**src/rtl/core_inst_seq.sv**
```systemverilog
// Instruction sequencer for core: drives a full 3x3 convolution pass, one kernel
// position per loop, then the PMEM accumulation pass one output pixel at a time.
module core_inst_seq #(
    parameter int          col      = 8,
    parameter int          len_kij  = 9,
    parameter int          len_nij  = 4,
    parameter int          len_onij = 4,
    parameter logic [10:0] act_base = 11'd0,
    parameter logic [10:0] wgt_base = 11'b10000000000,
    parameter int          gap_len  = 11,
    localparam int         OW       = (len_onij > 1) ? $clog2(len_onij) : 1
) (
    input  logic          clk,
    input  logic          reset,
    input  logic          start,
    input  logic          ofifo_valid,
    input  logic [10:0]   acc_addr,
    output logic [OW-1:0] acc_o,
    output logic [3:0]    acc_j,
    output logic [33:0]   inst,
    output logic          out_valid,
    output logic          busy,
    output logic          done
);

    // state     | meaning
    // S_IDLE    | waiting for start, NOP
    // S_W_L0    | weight rows XMEM -> L0
    // S_W_LOAD  | L0 -> PE weight load
    // S_GAP     | idle cycles before activation fetch
    // S_A_L0    | activation words XMEM -> L0
    // S_EXEC    | L0 -> PE execute
    // S_DRAIN   | wait for OFIFO to hold a full row
    // S_OF_WR   | OFIFO -> PMEM partial sums
    // S_NEXT_K  | advance kij or leave the kernel loop
    // S_ACC_RD  | read all kij slots of one output pixel
    // S_ACC_OUT | accumulated pixel valid at sfp_out
    typedef enum logic [3:0] {
        S_IDLE, S_W_L0, S_W_LOAD, S_GAP, S_A_L0, S_EXEC,
        S_DRAIN, S_OF_WR, S_NEXT_K, S_ACC_RD, S_ACC_OUT
    } state_t;

    localparam logic [7:0]    T_COL_LAST  = 8'(col - 1);
    localparam logic [7:0]    T_GAP_LAST  = 8'(gap_len - 1);
    localparam logic [7:0]    T_NIJ_LAST  = 8'(len_nij - 1);
    localparam logic [7:0]    T_ONIJ_LAST = 8'(len_onij - 1);
    localparam logic [7:0]    T_KIJ       = 8'(len_kij);
    localparam logic [3:0]    KIJ_LAST    = 4'(len_kij - 1);
    localparam logic [OW-1:0] ONIJ_LAST   = OW'(len_onij - 1);
    localparam logic [10:0]   COL11       = 11'(col);

    state_t        state, state_d;
    logic [7:0]    t, t_d;
    logic [3:0]    kij, kij_d;
    logic [10:0]   pptr, pptr_d;
    logic [OW-1:0] acc_o_d;
    logic [33:0]   inst_d;

    logic        i_acc, i_cenp, i_wenp, i_cenx, i_wenx;
    logic        i_ofrd, i_l0rd, i_l0wr, i_ex, i_ld;
    logic [10:0] i_ap, i_ax;

    always_ff @(posedge clk or negedge reset) begin
        if (!reset) begin
            state     <= S_IDLE;
            t         <= '0;
            kij       <= '0;
            pptr      <= '0;
            acc_o     <= '0;
            inst      <= {1'b0, 1'b1, 1'b1, 11'd0, 1'b1, 1'b1, 11'd0, 7'd0};
            out_valid <= 1'b0;
            busy      <= 1'b0;
            done      <= 1'b0;
        end else begin
            state     <= state_d;
            t         <= t_d;
            kij       <= kij_d;
            pptr      <= pptr_d;
            acc_o     <= acc_o_d;
            inst      <= inst_d;
            out_valid <= (state_d == S_ACC_OUT);
            busy      <= (state_d != S_IDLE);
            done      <= (state == S_ACC_OUT) && (acc_o == ONIJ_LAST);
        end
    end

    assign acc_j = t[3:0];

    always_comb begin
        state_d = state;
        t_d     = t + 8'd1;
        kij_d   = kij;
        pptr_d  = pptr;
        acc_o_d = acc_o;
        case (state)
            S_IDLE: begin
                t_d = '0;
                if (start) begin
                    state_d = S_W_L0;
                    kij_d   = '0;
                    pptr_d  = '0;
                    acc_o_d = '0;
                end
            end
            S_W_L0:   if (t == T_COL_LAST) state_d = S_W_LOAD;
            S_W_LOAD: if (t == T_COL_LAST) state_d = S_GAP;
            S_GAP:    if (t == T_GAP_LAST) state_d = S_A_L0;
            S_A_L0:   if (t == T_NIJ_LAST) state_d = S_EXEC;
            S_EXEC:   if (t == T_NIJ_LAST) state_d = S_DRAIN;
            S_DRAIN:  if (ofifo_valid) state_d = S_OF_WR;
            S_OF_WR: begin
                pptr_d = pptr + 11'd1;
                if (t == T_ONIJ_LAST) state_d = S_NEXT_K;
            end
            S_NEXT_K: begin
                if (kij < KIJ_LAST) begin
                    kij_d   = kij + 4'd1;
                    state_d = S_W_L0;
                end else begin
                    state_d = S_ACC_RD;
                end
            end
            S_ACC_RD: if (t == T_KIJ) state_d = S_ACC_OUT;
            S_ACC_OUT: begin
                if (acc_o < ONIJ_LAST) begin
                    acc_o_d = acc_o + OW'(1);
                    state_d = S_ACC_RD;
                end else begin
                    state_d = S_IDLE;
                end
            end
            default: state_d = S_IDLE;
        endcase
        // every transition is a state entry, so the phase counter restarts
        if (state_d != state) t_d = '0;
    end

    always_comb begin
        i_acc  = 1'b0;
        i_cenp = 1'b1;
        i_wenp = 1'b1;
        i_ap   = '0;
        i_cenx = 1'b1;
        i_wenx = 1'b1;
        i_ax   = '0;
        i_ofrd = 1'b0;
        i_l0rd = 1'b0;
        i_l0wr = 1'b0;
        i_ex   = 1'b0;
        i_ld   = 1'b0;
        case (state)
            S_W_L0: begin
                i_cenx = 1'b0;
                i_l0wr = 1'b1;
                i_ax   = wgt_base + {7'd0, kij} * COL11 + {3'd0, t};
            end
            S_W_LOAD: begin
                i_l0rd = 1'b1;
                i_ld   = 1'b1;
            end
            S_A_L0: begin
                i_cenx = 1'b0;
                i_l0wr = 1'b1;
                i_ax   = act_base + {3'd0, t};
            end
            S_EXEC: begin
                i_l0rd = 1'b1;
                i_ex   = 1'b1;
            end
            S_OF_WR: begin
                i_ofrd = 1'b1;
                i_cenp = 1'b0;
                i_wenp = 1'b0;
                i_ap   = pptr;
            end
            S_ACC_RD: begin
                // acc trails the reads by one cycle to cover PMEM read latency
                i_acc = (t != 8'd0);
                if (t < T_KIJ) begin
                    i_cenp = 1'b0;
                    i_ap   = acc_addr;
                end
            end
            default: ;
        endcase
        inst_d = {i_acc, i_cenp, i_wenp, i_ap, i_cenx, i_wenx, i_ax,
                  i_ofrd, 1'b0, 1'b0, i_l0rd, i_l0wr, i_ex, i_ld};
    end

endmodule

```
**config.mk**
```make
export PLATFORM = sky130hd
export DESIGN_NAME = core_inst_seq
export DESIGN_NICKNAME = d
export VERILOG_FILES = /design/src/rtl/core_inst_seq.sv
export SDC_FILE = /design/constraint.sdc
export NUM_CORES = 1
export LEC_CHECK = 0
export CORE_MARGIN = 8
export CORE_UTILIZATION = 52
export CTS_CLUSTER_DIAMETER = 50
export CTS_CLUSTER_SIZE = 28
export DETAILED_ROUTE_END_ITERATION = 10
export PLACE_DENSITY = 0.8
export SLEW_MARGIN = 20
export SYNTH_ARGS = -nofsm -noshare
export SYNTH_HDL_FRONTEND = slang
export SYNTH_SLANG_ARGS = --single-unit
```
**constraint.sdc**
```tcl
create_clock -name clk -period 3.2 [get_ports clk]
set_clock_uncertainty 0.05 [all_clocks]
set_input_delay 0.8 -clock clk [delete_from_list [all_inputs] [get_ports clk]]
set_output_delay 0.8 -clock clk [all_outputs]
set_load 0.03 [all_outputs]
```
Word-level counts from Yosys, hierarchy flattened

Index checks and enable logic that the tools add are counted.

Multiplexer cells: 35
Reduce and logical (&&, ||, !) cells: 12
Multipliers: 0
Divide/modulo/power cells: 0
$lt $le $gt $ge: 3
Add/subtract/negate cells: 6
Shift operators: 0
Bitwise gates (word level): 0
Equal/unequal tests: 20

Operator list:

| cell                                                                  | count |
|---|---|
| 11-bit case mux with 2 select lines                                   | 3 |
| 4-bit two-way mux                                                     | 13 |
| 4-bit case mux with 11 select lines                                   | 1 |
| 11-bit two-way mux                                                    | 2 |
| 4-bit by 3-bit == test with 1-bit output (second input constant)      | 4 |
| 4-bit == test (second input constant)                                 | 4 |
| 8-bit by 4-bit == test with 1-bit output (second input constant)      | 2 |
| 8-bit two-way mux                                                     | 2 |
| 11-bit by 1-bit adder with 11-bit output (second input constant)      | 1 |
| 11-bit by 7-bit adder with 11-bit output (first input constant)       | 1 |
| 11-bit by 8-bit adder with 11-bit output                              | 1 |
| 1-bit two-way mux                                                     | 9 |
| 8-bit by 1-bit adder with 8-bit output (second input constant)        | 1 |
| 4-bit by 2-bit == test with 1-bit output (second input constant)      | 2 |
| 8-bit by 2-bit == test with 1-bit output (second input constant)      | 1 |
| 8-bit by 3-bit == test with 1-bit output (second input constant)      | 1 |
| 8-bit by 4-bit < comparator with 1-bit output (second input constant) | 1 |
| 4-bit case mux with 2 select lines                                    | 1 |
| 8-bit nonzero test                                                    | 1 |
| 3-bit AND reduction                                                   | 2 |
| 2-bit nonzero test                                                    | 3 |
| 4-bit by 1-bit adder with 4-bit output (second input constant)        | 1 |
| 4-bit by 1-bit == test with 1-bit output (second input constant)      | 1 |
| 4-bit logical NOT                                                     | 1 |
| 14 further kinds                                                      | 17 |

Memory bits (read-only): 0
Flip-flop bits (word level): 63
Latch bits: 0
Bits in writable memories: 0
Bits of input ports: 15
Memories: 0
Logic and storage cells: 85
Output and inout bits: 43

Logic depth before layout (Yosys ltp)

Depth in word-level cells: 5
Mapped depth: 8
Depth with buffers taken out: 7

Least setup slack after synthesis

OpenSTA, ideal clock, no wires.

Kind: input port to flip-flop
From: in start
To: reg t[2]
Path slack: 733 ps
Required time: 3,002 ps
Arrival time: 2,269 ps
Path buffers: 0
Setup time: 148 ps
Stages: 5
Cells stage by stage: or3b_2 a211oi_1 a211oi_1 a21oi_1 nor4_1

Longest elaborated chain between the ends: 4

RTL lines:

| what                                | line | text |
|---|---|---|
| start, declared                     | 15   | `input logic start,` |
| 4-bit two-way mux                   | 98   | `if (start) begin` |
| 4-bit case mux with 11 select lines | 95   | `case (state)` |
| 4-bit inequality test               | 135  | `if (state_d != state) t_d = '0;` |
| 8-bit two-way mux                   | 135  |  |
| via t_d[2]                          | 53   | `logic [7:0] t, t_d;` |
| end signal, assigned                | 76   | `t <= t_d;` |
| end, declared                       | 53   |  |

The timed path passes the listed nets, and every way through them passes these cells.
A chain may end at the register's enable or synchronous reset.

Final worst setup path

From: in start
To: reg t[4]

The elaborated chain is that of the path after synthesis.

==> results.md <==
- Run status: complete, no violations
- Vias in the first global route: 2273
- Adder-Cell Fraction of Synth Area: 5.09%
- Critical path arrival: 2.92 ns
- Hold Slack: 0.450 ns
- Peak VDD IR: 0.403 mV
- RePlAce Congestion: 0.907
- Die ar.: 8680 um2
- Worst setup path endpoint: t[4]$_DFF_PN0_
- Drt pass-1 iters: 4
- Count of cell types in the netlist: 61
- Mux cell area share after synthesis: 1.05%
- Slew Viols, Final: 0
- Critical Path RT: 3.37 ns
- Pleak: 1.76 nW
- RSZ-0062 raised after global routing: no
- Top cell types by occurrence after synthesis: dfrtp_1 (59), nand2_1 (20), nor2_1 (18)
- Max-slew headroom: 44.2%
- Clk pin slew, worst setup/hold paths: 0.07 ns
- Synth area leaders: dfrtp_1 (48%), ha_1 (4.4%), a22o_1 (3.7%), dfstp_2 (2.5%), nand2_1 (2.4%)
- Synth top area share: 47.7%
- Max Freq: 364 MHz
- Worst r2r src: state[3]$_DFF_PN0_
- Starting density of the core: 52.9%
- Crit path launch: start
- Final hold violation count: 0
- Synth Area in XOR/XNOR: 3.11%
- Cell-internal power: 1.84 mW
- Register bit total from synthesis: 62
- Die Width: 93.2 um
- Clk_lat worst skew: 0.34 ns
- Switch Pwr: 1.24 mW
- Core box area: 5850 um2
- Register Area: 1560 um2
- Largest family of logic cells by synthesized area: simple AND/OR/NAND/NOR gates
- I/O pins: 58
- Cell Rows: 28
- Buffers on Ports: 53
- Multi-input logic area: 1370 um2
- Max clock buf depth: 2
- Synth warnings: 0
- Combinational Power Share: 39.7%
- Post-synth EDFFs: 0
- Post-CTS sizing: 0
- Initial antenna violation count: 0
- CP max-delay cell: clkdlybuf4s50_1
- Ys flop type: dfrtp_1
- Cell taking the most area after synthesis: dfrtp_1
- Minimum clock period: 2.75 ns
- Total GRT Usage: 16.7%
- Post-route ant nets: 0
- Detailed Place HPWL: 5000 um
- Cell Chain, Critical Path: clkdlybuf4s50_1, or3b_2, a211oi_1, a211oi_1, and3_1, nor4_1
- Max H-tree Level: 3
- FF-to-FF path depth: 5
- Share of layout cells above drive strength 1: 12.6%
- Sw Ratio: 40.2%
- Core Util, Final: 65.8%
- Area fraction in compound gates after synthesis: 15.1%
- Most common cell in the netlist: dfrtp_1
- Routed vias: 2439
- Seq pwr share: 39.9%
- CTS Hold Bufs: 0
- CTS tree: built
- Max-cap violations: 0
- PwrDens: 800 nW/um2
- CTS sink cnt: 62
- Worst setup SP type: primary input
- NumNets Final: 371
- Clk pwr share: 20.4%
- Cell mode on critical path: a211oi_1
- Reg-to-reg critical path endpoint: t[4]$_DFF_PN0_
- Post-DP Area: 3670 um2
- Crit path largest cell delay: 0.49 ns
- Iter 0 DRT Violations: 272
- Syn Std Cell Area: 3100 um2
- Setup_tns: 0 ns
- Grt ovf: 0
- Syn_area_per_cell: 10.7 um2
- Critical path class: in -> reg
- Sequential element share of the synthesized area: 50.2%
- Ant diodes: 0
- Die Height: 93.2 um
- Root Driver: clkbuf_8
- Max FO, Critical Path: 8
- R2r setup slk: 0.60 ns
- Finished Cell Area: 3850 um2
- Instance count of the mapped netlist: 288
- Post-CTS Setup Inserts: 0
- HP Class: reg -> reg
- First-pass GRT wire length: 11400 um
- Fillers: 442
- Cts bufs inserted: 9
- Final wirelength: 7000 um
- Ys async rst share: 100%
- DRC errors left: 0
- Layout area overhead: 24.5%
- Simple-gate area share of the yosys netlist: 19.2%
- Pin count of the biggest net entering global routing: 40
- Worst-margin pin slew: 0.837 ns
- Fin crit share: 85.8%
- Number of setup violations in the final report: 0
- Crit. End Element: register
- Wire length per cell: 16.5 um
- Routed vias/inst: 5.75
==> through the flow <==
step / instances / setup slack, ns / power [mW]
after floorplan: 290 / 0.733 / 2.05
after global placement: 408 / 0.281 / 2.42
after detailed placement: 408 / 0.148 / 2.46
after CTS: 424 / 0.477 / 3.09
after global routing: 424 / 0.370 / 3.27
final: 424 / 0.455 / 3.08
==> worst max-delay path: cells and delay by family <==
kind                   cells  cell delay [ns]
and+or+nand+nor            3             1.11
buffers and inverters      1             0.49
AOI/OAI and AO/OA          2             0.52
==> cells by family after synthesis <==
group           Yosys count
xor+xnor                 11
simple gates            100
compound gates           66
flops                    62
mux                       3
buf+inv                  32
fa+ha+maj                12
other cells               2
==> power groups by stage <==
stage               combinational, mW  sequential, mW  clock [mW]
floorplan                       0.749            1.30           0
global placement                 1.19            1.23           0
detailed placement               1.22            1.24           0
CTS                              1.23            1.22       0.642
global route                     1.33            1.26       0.681
finish                           1.22            1.23       0.627
==> sequential cells by signal (all words and copies together) (netlist names) <==
| signal | flops |
|---|---|
| acc_o | 2 |
| busy | 1 |
| done | 1 |
| inst | 30 |
| kij | 4 |
| out_valid | 1 |
| pptr | 11 |
| state | 4 |
| t | 8 |
==> cell type report <==
class                   count  share of cell area (%)
inverters                  10                   0.974
repair buffers             65                    16.0
multi-input cells         196                    35.4
clock inverters             4                   0.520
flip-flops and latches     62                    40.4
well taps                  75                    2.44
clock buffers              12                    4.29
==> how the worst min path moves through the flow <==
stage          slack (ns)  cells past startpoint                    to                 start
3_5_place_dp         0.44                      1  pptr[10]$_DFFE_PN0P_  pptr[10]$_DFFE_PN0P_
2_1_floorplan        0.40                      1  pptr[10]$_DFFE_PN0P_  pptr[10]$_DFFE_PN0P_
4_1_cts              0.45                      1  pptr[10]$_DFFE_PN0P_  pptr[10]$_DFFE_PN0P_
5_1_grt              0.47                      1  pptr[10]$_DFFE_PN0P_  pptr[10]$_DFFE_PN0P_
3_3_place_gp         0.43                      1  pptr[10]$_DFFE_PN0P_  pptr[10]$_DFFE_PN0P_
6_report             0.45                      1  pptr[10]$_DFFE_PN0P_  pptr[10]$_DFFE_PN0P_
==> layout by cell type, fill, tap and decap left out, drive strengths merged, types with 4 or more instances in the layout <==
cell	netlist	layout
dfrtp	59	59
clkdlybuf4s50	0	52
nand2	20	20
nor2	18	18
a22o	13	13
buf	15	13
o21ai	12	12
clkbuf	7	12
ha	11	11
nor4	11	11
nand3	10	10
inv	9	9
a21oi	9	9
xor2	7	7
and3	7	7
o22ai	5	5
nand4	5	5
clkinv	1	5
a21o	4	4
nor2b	4	4
xnor2	4	4
conb	2	4
==> layer usage <==
metal  vias up  track usage [%]  wire length [um]
li1       1156                -                 -
met1      1190             21.7              3030
met2        81             25.6              3340
met3        12             2.72               456
met4         0             10.2               176
met5         -                0                 0
(Power assumes the default switching activity.)
